<file path="config.mk">
export PLATFORM = sky130hd
export DESIGN_NAME = uart_rx_fifo
export DESIGN_NICKNAME = d
export VERILOG_FILES = /design/src/rtl/uart_rx_fifo.sv
export SDC_FILE = /design/constraint.sdc
export NUM_CORES = 1
export LEC_CHECK = 0
export BUFFER_PORTS_ARGS = -buffer_cell sky130_fd_sc_hd__buf_2
export CAP_MARGIN = 10
export CORE_ASPECT_RATIO = 0.8
export CORE_UTILIZATION = 40
export CTS_BUF_LIST = sky130_fd_sc_hd__clkbuf_16
export CTS_CLUSTER_DIAMETER = 30
export DETAILED_ROUTE_END_ITERATION = 12
export RECOVER_POWER = 50
export SLEW_MARGIN = 10
export SYNTH_ARGS = -nofsm -noshare
export SYNTH_HDL_FRONTEND = slang
export SYNTH_SLANG_ARGS = --single-unit
</file>
<file path="constraint.sdc">
create_clock -name clock -period 4.32 [get_ports clock]
set_input_delay 0.648 -clock clock [delete_from_list [all_inputs] [get_ports clock]]
set_output_delay 0.648 -clock clock [all_outputs]
set_load 0.01 [all_outputs]
</file>
<file path="src/rtl/uart_rx_fifo.sv">
// Receive-side byte buffer behind uart_receiver: turns the receiver's level-style
// frame reports into single push/error events, queues good bytes, and counts bad frames.
module uart_rx_fifo #(
    parameter int DEPTH_LOG2 = 3,
    parameter int ERR_W      = 8
) (
    input  logic                  clock,
    input  logic                  reset,
    input  logic [7:0]            Rx_DATA,
    input  logic                  Rx_VALID,
    input  logic                  Rx_FERROR,
    input  logic                  Rx_PERROR,
    input  logic                  clear,
    input  logic                  rd_ready,
    output logic [7:0]            rd_data,
    output logic                  rd_valid,
    output logic [DEPTH_LOG2:0]   count,
    output logic                  full,
    output logic                  overflow,
    output logic [ERR_W-1:0]      err_count
);
    localparam int                  DEPTH      = 2 ** DEPTH_LOG2;
    localparam logic [DEPTH_LOG2:0] FULL_COUNT = (DEPTH_LOG2 + 1)'(DEPTH);
    localparam logic [ERR_W-1:0]    ERR_MAX    = {ERR_W{1'b1}};

    logic [7:0]            mem [DEPTH];
    logic [DEPTH_LOG2-1:0] wr_ptr;
    logic [DEPTH_LOG2-1:0] rd_ptr;
    logic                  prev_valid;
    logic                  prev_err;
    logic                  armed;

    logic err_lvl;
    logic push_evt;
    logic err_evt;
    logic push_req;
    logic pop;
    logic push_ok;
    logic drop;

    // armed stays low after reset until Rx_VALID is seen low, so a frame level
    // that straddles reset release is not mistaken for a new frame.
    assign err_lvl  = Rx_FERROR | Rx_PERROR;
    assign push_evt = Rx_VALID & ~prev_valid & armed;
    assign err_evt  = err_lvl & ~prev_err;
    assign push_req = push_evt & ~err_lvl;
    assign pop      = rd_valid & rd_ready;
    assign push_ok  = push_req & (~full | pop);
    assign drop     = push_req & full & ~pop;

    assign rd_valid = (count != '0);
    assign full     = (count == FULL_COUNT);
    assign rd_data  = mem[rd_ptr];

    always_ff @(posedge clock or posedge reset) begin
        if (reset) begin
            prev_valid <= 1'b0;
            prev_err   <= 1'b0;
            armed      <= 1'b0;
        end else begin
            prev_valid <= Rx_VALID;
            prev_err   <= err_lvl;
            armed      <= armed | ~Rx_VALID;
        end
    end

    always_ff @(posedge clock or posedge reset) begin
        if (reset) begin
            wr_ptr    <= '0;
            rd_ptr    <= '0;
            count     <= '0;
            overflow  <= 1'b0;
            err_count <= '0;
        end else if (clear) begin
            wr_ptr    <= '0;
            rd_ptr    <= '0;
            count     <= '0;
            overflow  <= 1'b0;
            err_count <= '0;
        end else begin
            if (push_ok) begin
                wr_ptr <= wr_ptr + 1'b1;
            end
            if (pop) begin
                rd_ptr <= rd_ptr + 1'b1;
            end
            case ({push_ok, pop})
                2'b10:   count <= count + 1'b1;
                2'b01:   count <= count - 1'b1;
                default: count <= count;
            endcase
            if (drop) begin
                overflow <= 1'b1;
            end
            if (err_evt && (err_count != ERR_MAX)) begin
                err_count <= err_count + 1'b1;
            end
        end
    end

    // Storage is not reset; rd_data is only meaningful while rd_valid is high.
    always_ff @(posedge clock) begin
        if (push_ok && !clear) begin
            mem[wr_ptr] <= Rx_DATA;
        end
    end

endmodule

</file>
After elaboration in Yosys (flattened, before gate mapping):

Memory sizes are Yosys's and may differ from the RTL's.
Index checks and enable logic that the tools add are counted.

* bitwise logic cells: 17
* reduce and logical (&&, ||, !) cells: 9
* shifts and indexed selects: 0
* add/sub/neg operators: 5
* eq/ne operators: 4
* magnitude comparators: 0
* multipliers: 0
* mux-type cells: 12
* divide/modulo/power cells: 0

Operators with widths (count)
* $mux W8: 2
* $mux W3: 4
* $add A8 B1 Y8 const B: 1
* $and A1 B1 Y1: 8
* $ne A8 B8 Y1 const B: 1
* $pmux W4 S2: 1
* $reduce_bool A2 Y1: 4
* $add A3 B1 Y3 const B: 2
* $not A1 Y1: 6
* $add A4 B1 Y4 const B: 1
* $eq A4 B4 Y1 const B: 1
* $mux W1: 4
* $mux W4: 1
* $reduce_bool A4 Y1: 1
* $sub A4 B1 Y4 const B: 1
* $or A1 B1 Y1: 3
* $reduce_bool A3 Y1: 1
* $eq A2 B1 Y1 const B: 1
* $eq A2 B2 Y1 const B: 1
* $logic_and A1 B1 Y1: 2
* $logic_not A1 Y1: 1

* memories: 1
* input bits: 15
* flip-flop bits (word level): 22
* word-level logic and storage cells: 56
* output and inout bits: 23
* bits in latches: 0
* bits in writable memories: 64
* memory bits (read-only): 0

Memories
* mem: words 8, bits a word 8, read ports 1, clocked after Yosys merged registers in 0, write ports 1, line 26 `logic [7:0] mem [DEPTH];`

Depth between registers and ports, before layout:

Gate-level depths: netlist of run 1.

* word-level depth: 8
* gate-level depth with buffers: 8

Worst setup path after synthesis of run 1:

No wires, ideal clock.

* kind: input port to flip-flop
* start: input port Rx_PERROR
* end: memory mem[1][0] (enable)
* setup slack: 1.633 ns
* cell stages on the path: 4
* arrival time: 2.304 ns
* setup time: 0.383 ns
* data required time: 3.937 ns
* path through: nor4b_4 -> o211ai_2 -> or3b_2 -> nor3_1

* cells in the longest elaborated chain, start to end: 7

Ends and longest elaborated chain
* start, declared: line 12 `input logic Rx_PERROR,`
* $or A1 B1 Y1: line 43 `assign err_lvl = Rx_FERROR | Rx_PERROR;`
* $not A1 Y1: line 46 `assign push_req = push_evt & ~err_lvl;`
* $and A1 B1 Y1: line 46
* $and A1 B1 Y1: line 48 `assign push_ok = push_req & (~full | pop);`
* $logic_and A1 B1 Y1: line 103 `if (push_ok && !clear) begin`
* $mux W1: line 103
* $mux W1 (implied by the code): line 104 `mem[wr_ptr] <= Rx_DATA;`
* end, declared: line 26

No other way between the ends.

Worst setup path in the final report of run 1:

* start: register rd_ptr[1]
* end: output port rd_data[0]

* cells in the longest elaborated chain, start to end: 1

Ends and longest elaborated chain
* start, declared: line 28 `logic [DEPTH_LOG2-1:0] rd_ptr;`
* start signal, assigned: line 85 `rd_ptr <= rd_ptr + 1'b1;`
* $mem_v2 Z8 W8
* end, declared: line 15 `output logic [7:0] rd_data,`

No other way between the ends.

==> impl_metrics.env, run 1 <==
export IMPL_syn_area_sq_um=3640
export IMPL_grt_pass1_vias=1843
export IMPL_ant_nets=0
export IMPL_synth_cell_types=45
export IMPL_fill_cells=742
export IMPL_worstPathRequired_ps=3670
export IMPL_period_share=0.632
export IMPL_power_mw=2.19
export IMPL_io_pins=38
export IMPL_die_w_um=109
export IMPL_numCtsBuffers=9
export IMPL_layout_commonest_cell="edfxtp_1"
export IMPL_cts_max_path_buffers=2
export IMPL_ys_seq_elements=86
export IMPL_antenna_found_initial=0
export IMPL_synth_top_flop_cell="edfxtp_1"
export IMPL_p_sw_mw=0.569
export IMPL_p_int_mw=1.62
export IMPL_drcViolationCount=0
export IMPL_fp_dieH_um=87.3
export IMPL_rsz0062_at_grt="no"
export IMPL_power_frac_comb=0.199
export IMPL_drtIter0Drc=140
export IMPL_num_rows=30
export IMPL_finalHoldViolations=0
export IMPL_insertion_delay_ps=340
export IMPL_initial_core_util=0.421
export IMPL_wl_per_cell_um=17.2
export IMPL_track_usage=0.152
export IMPL_yosysTopAreaCellShare=0.528
export IMPL_netSwitchingFraction=0.260
export IMPL_skew_ps=10.1
export IMPL_dieArea_sq_um=9480
export IMPL_p_clk_frac=0.357
export IMPL_rr_worst_depth=8
export IMPL_maxClockFrequency_mhz=366
export IMPL_ff_latch_area_sq_um=2470
export IMPL_seq_power_share=0.444
export IMPL_worstMarginPinSlew_ps=882
export IMPL_antennaDiodeCount=0
export IMPL_cts_setup_buffers=0
export IMPL_hpwlAfterDp_um=4130
export IMPL_overflow=0
export IMPL_root_buffer="clkbuf_16"
export IMPL_worstSetupEndpointType="primary output"
export IMPL_postSynthCellCount=217
export IMPL_clkSinkCount=86
export IMPL_period_minus_slack_ps=2730
export IMPL_start_kind="flop"
export IMPL_grt_pass1_wl_um=10200
export IMPL_portBuffers=37
export IMPL_vias_per_cell=5.27
export IMPL_yosysTopAreaCell="edfxtp_1"
export IMPL_firstDrtPassIters=4
export IMPL_finalNetCount=283
export IMPL_setup_worst_path_class="flop to primary output"
export IMPL_worstReg2RegStart="count[0]$_DFFE_PP0P_"
export IMPL_ys_seq_area_frac=0.680
export IMPL_layout_common_cells="64 x edfxtp_1, 26 x buf_2, 22 x dfrtp_1"
export IMPL_power_density_nw_per_um2=516
export IMPL_arrival_ps=2080
export IMPL_slew_headroom=0.410
export IMPL_min_path_type="input port to asynchronous set/reset pin"
export IMPL_yosys_warnings=0
export IMPL_fin_cells=379
export IMPL_place_inst=363
export IMPL_status="completed"
export IMPL_synth_edf_count=64
export IMPL_placed_area_sq_um=3970
export IMPL_drive_gt1_frac=0.285
export IMPL_drv_slew=0
export IMPL_ir_drop_v=0.000262
export IMPL_multi_input_area_sq_um=1110
export IMPL_fin_area_sq_um=4250
export IMPL_wl_um=6530
export IMPL_synth_fp_nets=238
export IMPL_p_leak_nw=1.56
export IMPL_crit_start="rd_ptr[1]$_DFFE_PP0P_"
export IMPL_place_congestion=0.747
export IMPL_design_core_area_sq_um=8630
export IMPL_grt_max_degree=23
export IMPL_synth_area_top_cells="edfxtp_1 53%, dfrtp_1 15%, mux4_2 9.9%"
export IMPL_fin_util=0.493
export IMPL_setup_viol=0
export IMPL_ctsHoldBuffers=0
export IMPL_max_cap_violations=0
export IMPL_ys_async_sr_fraction=0.256
export IMPL_synth_avg_cell_area_sq_um=16.8
export IMPL_htreeDepth=3
export IMPL_vias=1999
export IMPL_post_cts_resized=0
export IMPL_path_clk_slew_ps=70
export IMPL_cts_tree="built"
export IMPL_tns_ps=0
export IMPL_syn_to_final_growth_pct=16.9
export IMPL_crit_path_max_fanout=18
[area by class of cell]
cell class,count,area share
Inverter,5,0.00441
Timing Repair Buffer,41,0.0474
Clock buffer,10,0.0588
Multi-Input combinational cell,119,0.262
Sequential cell,86,0.581
Clock inverter,6,0.0132
Tap cell,112,0.0329
[state kept, by name, summed over array words and instances (netlist names)]
register	flops
err_count	8
mem	64
prev_err	1
prev_valid	1
overflow	1
count	4
armed	1
wr_ptr	3
rd_ptr	3
[power groups by stage]
stage	clock network, mW	logic [mW]	registers, mW
final	0.783	0.436	0.974
after global routing	0.830	0.487	0.982
after CTS	0.798	0.451	0.976
after detailed placement	0	0.450	0.993
after global placement	0	0.449	0.992
after floorplan	0	0.335	0.977
[worst max-delay path, cell delays in order, from the launching register on]
cell	delay (ps)
dfrtp_1	900
mux4_2	420
mux2_2	280
buf_2	140
[kinds of logic (layout without fill, tap and decap cells)]
kind of cell               after synthesis  after routing  share of synthesized area
xor gates and xnor gates                 9              9                     0.0217
AOI/OAI and AO/OA                       24             24                     0.0499
adders and majority gates                6              6                     0.0227
buffers and inverters                   12             62                     0.0131
and+or+nand+nor                         52             52                     0.0781
muxes                                   28             28                      0.135
DFF                                     86             86                      0.680
[per-layer routing]
layer / global-route usage / wire [um] / up-vias
li1: - / - / 934
met1: 0.219 / 3190 / 1018
met2: 0.219 / 2980 / 40
met3: 0.0479 / 271 / 7
met4: 0.0516 / 90 / 0
met5: 0 / 0 / -
[synthesized netlist by cell type (all sizes together) (2+ instances only)]
cell / number
edfxtp: 64
nand3: 3
nor2: 19
ha: 5
xnor2: 5
xor2: 4
o21ai: 4
clkbuf: 3
buf: 4
a21o: 3
inv: 5
or3: 3
nand2: 6
mux4: 16
nand2b: 3
nor4: 2
a21oi: 6
dfrtp: 22
mux2: 9
mux2i: 3
nor3: 6
[worst paths after layout]
kind / endpoint / slack (ps)
setup / recovery: rd_data[0] / 1590
hold / removal: err_count[2]$_DFFE_PP0P_ / 470
setup reg to reg: count[3]$_DFFE_PP0P_ / 1710
hold reg to reg: overflow$_DFFE_PP0P_ / 510
max in group asynchronous: wr_ptr[0]$_DFFE_PP0P_ / 3320
min in group clock: prev_valid$_DFF_PP0_ / 480
[stage by stage]
step / worst slack [ps] / hold slack (ps)
after global placement: 1310 / 496
after global routing: 1460 / 469
after CTS: 1550 / 452
after detailed placement: 1340 / 508
final: 1590 / 473
after floorplan: 1630 / 529
No activity file was read; power rests on OpenSTA's default activity.
==> inputs of run 2 (changes only) <==
- clock period: 4.32 -> 2.69 ns (I/O delays scaled with it)
==> run 2 against run 1 <==
Compared with the run above:
- highest routed layer unchanged
- largest power group unchanged
- clock power up 67%
- worst hold slack worse by 240 ps
- critical path depth up 5
==> impl_metrics.env, run 2 (same netlist as run 1, synthesis figures left out) <==
export IMPL_place_congestion=0.797
export IMPL_worst_path_buf_inv=1
export IMPL_portBuffers=37
export IMPL_p_clk_frac=0.360
export IMPL_netSwitchingFraction=0.257
export IMPL_post_cts_resized=0
export IMPL_clkSinkCount=86
export IMPL_cts_tree="built"
export IMPL_skew_ps=6.85
export IMPL_vias_per_cell=5.11
export IMPL_track_usage=0.156
export IMPL_tns_ps=0
export IMPL_drtIter0Drc=66
export IMPL_cpMostUsedCell="a21o_1"
export IMPL_period_share=0.890
export IMPL_syn_to_final_growth_pct=19.6
export IMPL_vias=1999
export IMPL_fp_dieH_um=87.3
export IMPL_crit_path_max_fanout=8
export IMPL_layout_commonest_cell="edfxtp_1"
export IMPL_drcViolationCount=0
export IMPL_worstSetupEndpointType="flop"
export IMPL_ff_latch_area_sq_um=2470
export IMPL_rr_worst_depth=8
export IMPL_ir_drop_v=0.000383
export IMPL_reg2reg_slack_ps=300
export IMPL_cpMaxStageDelayCell="dfrtp_1"
export IMPL_drv_slew=0
export IMPL_status="completed"
export IMPL_max_cap_violations=0
export IMPL_initial_core_util=0.421
export IMPL_numCtsBuffers=9
export IMPL_fill_cells=755
export IMPL_seq_power_share=0.419
export IMPL_slew_headroom=0.435
export IMPL_design_core_area_sq_um=8630
export IMPL_overflow=0
export IMPL_worstMarginPinSlew_ps=847
export IMPL_fin_util=0.504
export IMPL_p_int_mw=2.69
export IMPL_grt_max_degree=23
export IMPL_p_sw_mw=0.931
export IMPL_insertion_delay_ps=330
export IMPL_start_kind="flop"
export IMPL_root_buffer="clkbuf_16"
export IMPL_htreeDepth=3
export IMPL_grt_pass1_wl_um=10500
export IMPL_grt_pass1_vias=1948
export IMPL_crit_path_cell_trace="o41ai_2 -> a21o_1 -> inv_1 -> ha_1 -> a21o_1 -> a21oi_1 -> mux2i_1 -> mux2_1"
export IMPL_num_rows=30
export IMPL_ant_nets=0
export IMPL_power_frac_comb=0.220
export IMPL_drive_gt1_frac=0.294
export IMPL_cts_setup_buffers=0
export IMPL_largest_reg_flops=64
export IMPL_io_pins=38
export IMPL_top_regs="mem (64), err_count (8), count (4)"
export IMPL_r2r_end="count[3]$_DFFE_PP0P_"
export IMPL_maxClockFrequency_mhz=418
export IMPL_power_density_nw_per_um2=833
export IMPL_cts_max_path_buffers=2
export IMPL_arrival_ps=2610
export IMPL_finalNetCount=295
export IMPL_worstPathRequired_ps=2900
export IMPL_wl_um=6550
export IMPL_antennaDiodeCount=0
export IMPL_crit_start="count[2]$_DFFE_PP0P_"
export IMPL_crit_end="count[3]$_DFFE_PP0P_"
export IMPL_dieArea_sq_um=9480
export IMPL_layout_common_cells="64 x edfxtp_1, 22 x dfrtp_1, 21 x buf_2"
export IMPL_finalHoldViolations=0
export IMPL_wl_per_cell_um=16.7
export IMPL_setup_viol=0
export IMPL_period_minus_slack_ps=2390
export IMPL_crit_cells=8
export IMPL_hpwlAfterDp_um=4270
export IMPL_p_leak_nw=1.60
export IMPL_rsz0062_at_grt="no"
export IMPL_multi_input_area_sq_um=1120
export IMPL_slowest_delay_ps=450
export IMPL_path_clk_slew_ps=70
export IMPL_antenna_found_initial=0
export IMPL_min_path_type="input port to asynchronous set/reset pin"
export IMPL_worstReg2RegStart="count[2]$_DFFE_PP0P_"
export IMPL_firstDrtPassIters=4
export IMPL_setup_worst_path_class="flop to flop"
export IMPL_critPathTopFamily="compound AO/OA/AOI/OAI gates"
export IMPL_regMostFlops="mem"
export IMPL_die_w_um=109
export IMPL_ctsHoldBuffers=0
-- run 2: cell type report --
type	count	area share
clock buffer	9	0.0518
clock inverter	7	0.0219
inverter	5	0.00431
multi-input combinational	119	0.257
sequential	86	0.568
tap	112	0.0322
timing repair buffer	53	0.0647
-- run 2: power groups by stage --
stage / clock, mW / sequential, mW / combinational (mW)
after global routing: 1.39 / 1.53 / 0.889
after CTS: 1.33 / 1.52 / 0.822
after floorplan: 0 / 1.57 / 0.539
after global placement: 0 / 1.54 / 0.815
after detailed placement: 0 / 1.55 / 0.821
final: 1.31 / 1.52 / 0.798
-- run 2: per-layer routing --
layer,wire length [um],global-route usage,vias up
met5,0,0,-
met4,51,0.0442,0
met3,253,0.0494,6
met2,2930,0.224,37
met1,3320,0.227,995
li1,-,-,961
-- run 2: worst min-delay path by stage --
| stage | from | end | slack, ps | cells after the start |
|---|---|---|---|---|
| after detailed placement | overflow$_DFFE_PP0P_ | overflow$_DFFE_PP0P_ | 500 | 2 |
| after floorplan | reset | armed$_DFF_PP0_ | 390 | 1 |
| final | reset | err_count[1]$_DFFE_PP0P_ | 230 | 2 |
| after CTS | Rx_VALID | prev_valid$_DFF_PP0_ | 210 | 1 |
| after global routing | Rx_VALID | prev_valid$_DFF_PP0_ | 220 | 1 |
| after global placement | overflow$_DFFE_PP0P_ | overflow$_DFFE_PP0P_ | 500 | 2 |
-- run 2: worst register-to-register path: stages (launching register included) --
cell,delay (ps)
dfrtp_1,450
o41ai_2,350
a21o_1,160
inv_1,130
ha_1,300
a21o_1,170
a21oi_1,160
mux2i_1,220
mux2_1,330
-- run 2: per-stage QoR --
stage / worst slack, ps / power, mW / cells / instance area, sq um / hold slack [ps]
2_1_floorplan: 248 / 2.11 / 217 / 3640 / 393
3_3_place_gp: 276 / 2.36 / 375 / 4060 / 496
3_5_place_dp: 230 / 2.37 / 375 / 4060 / 502
4_1_cts: 230 / 3.68 / 391 / 4380 / 207
5_1_grt: 44.0 / 3.80 / 391 / 4350 / 222
6_report: 297 / 3.62 / 391 / 4350 / 233
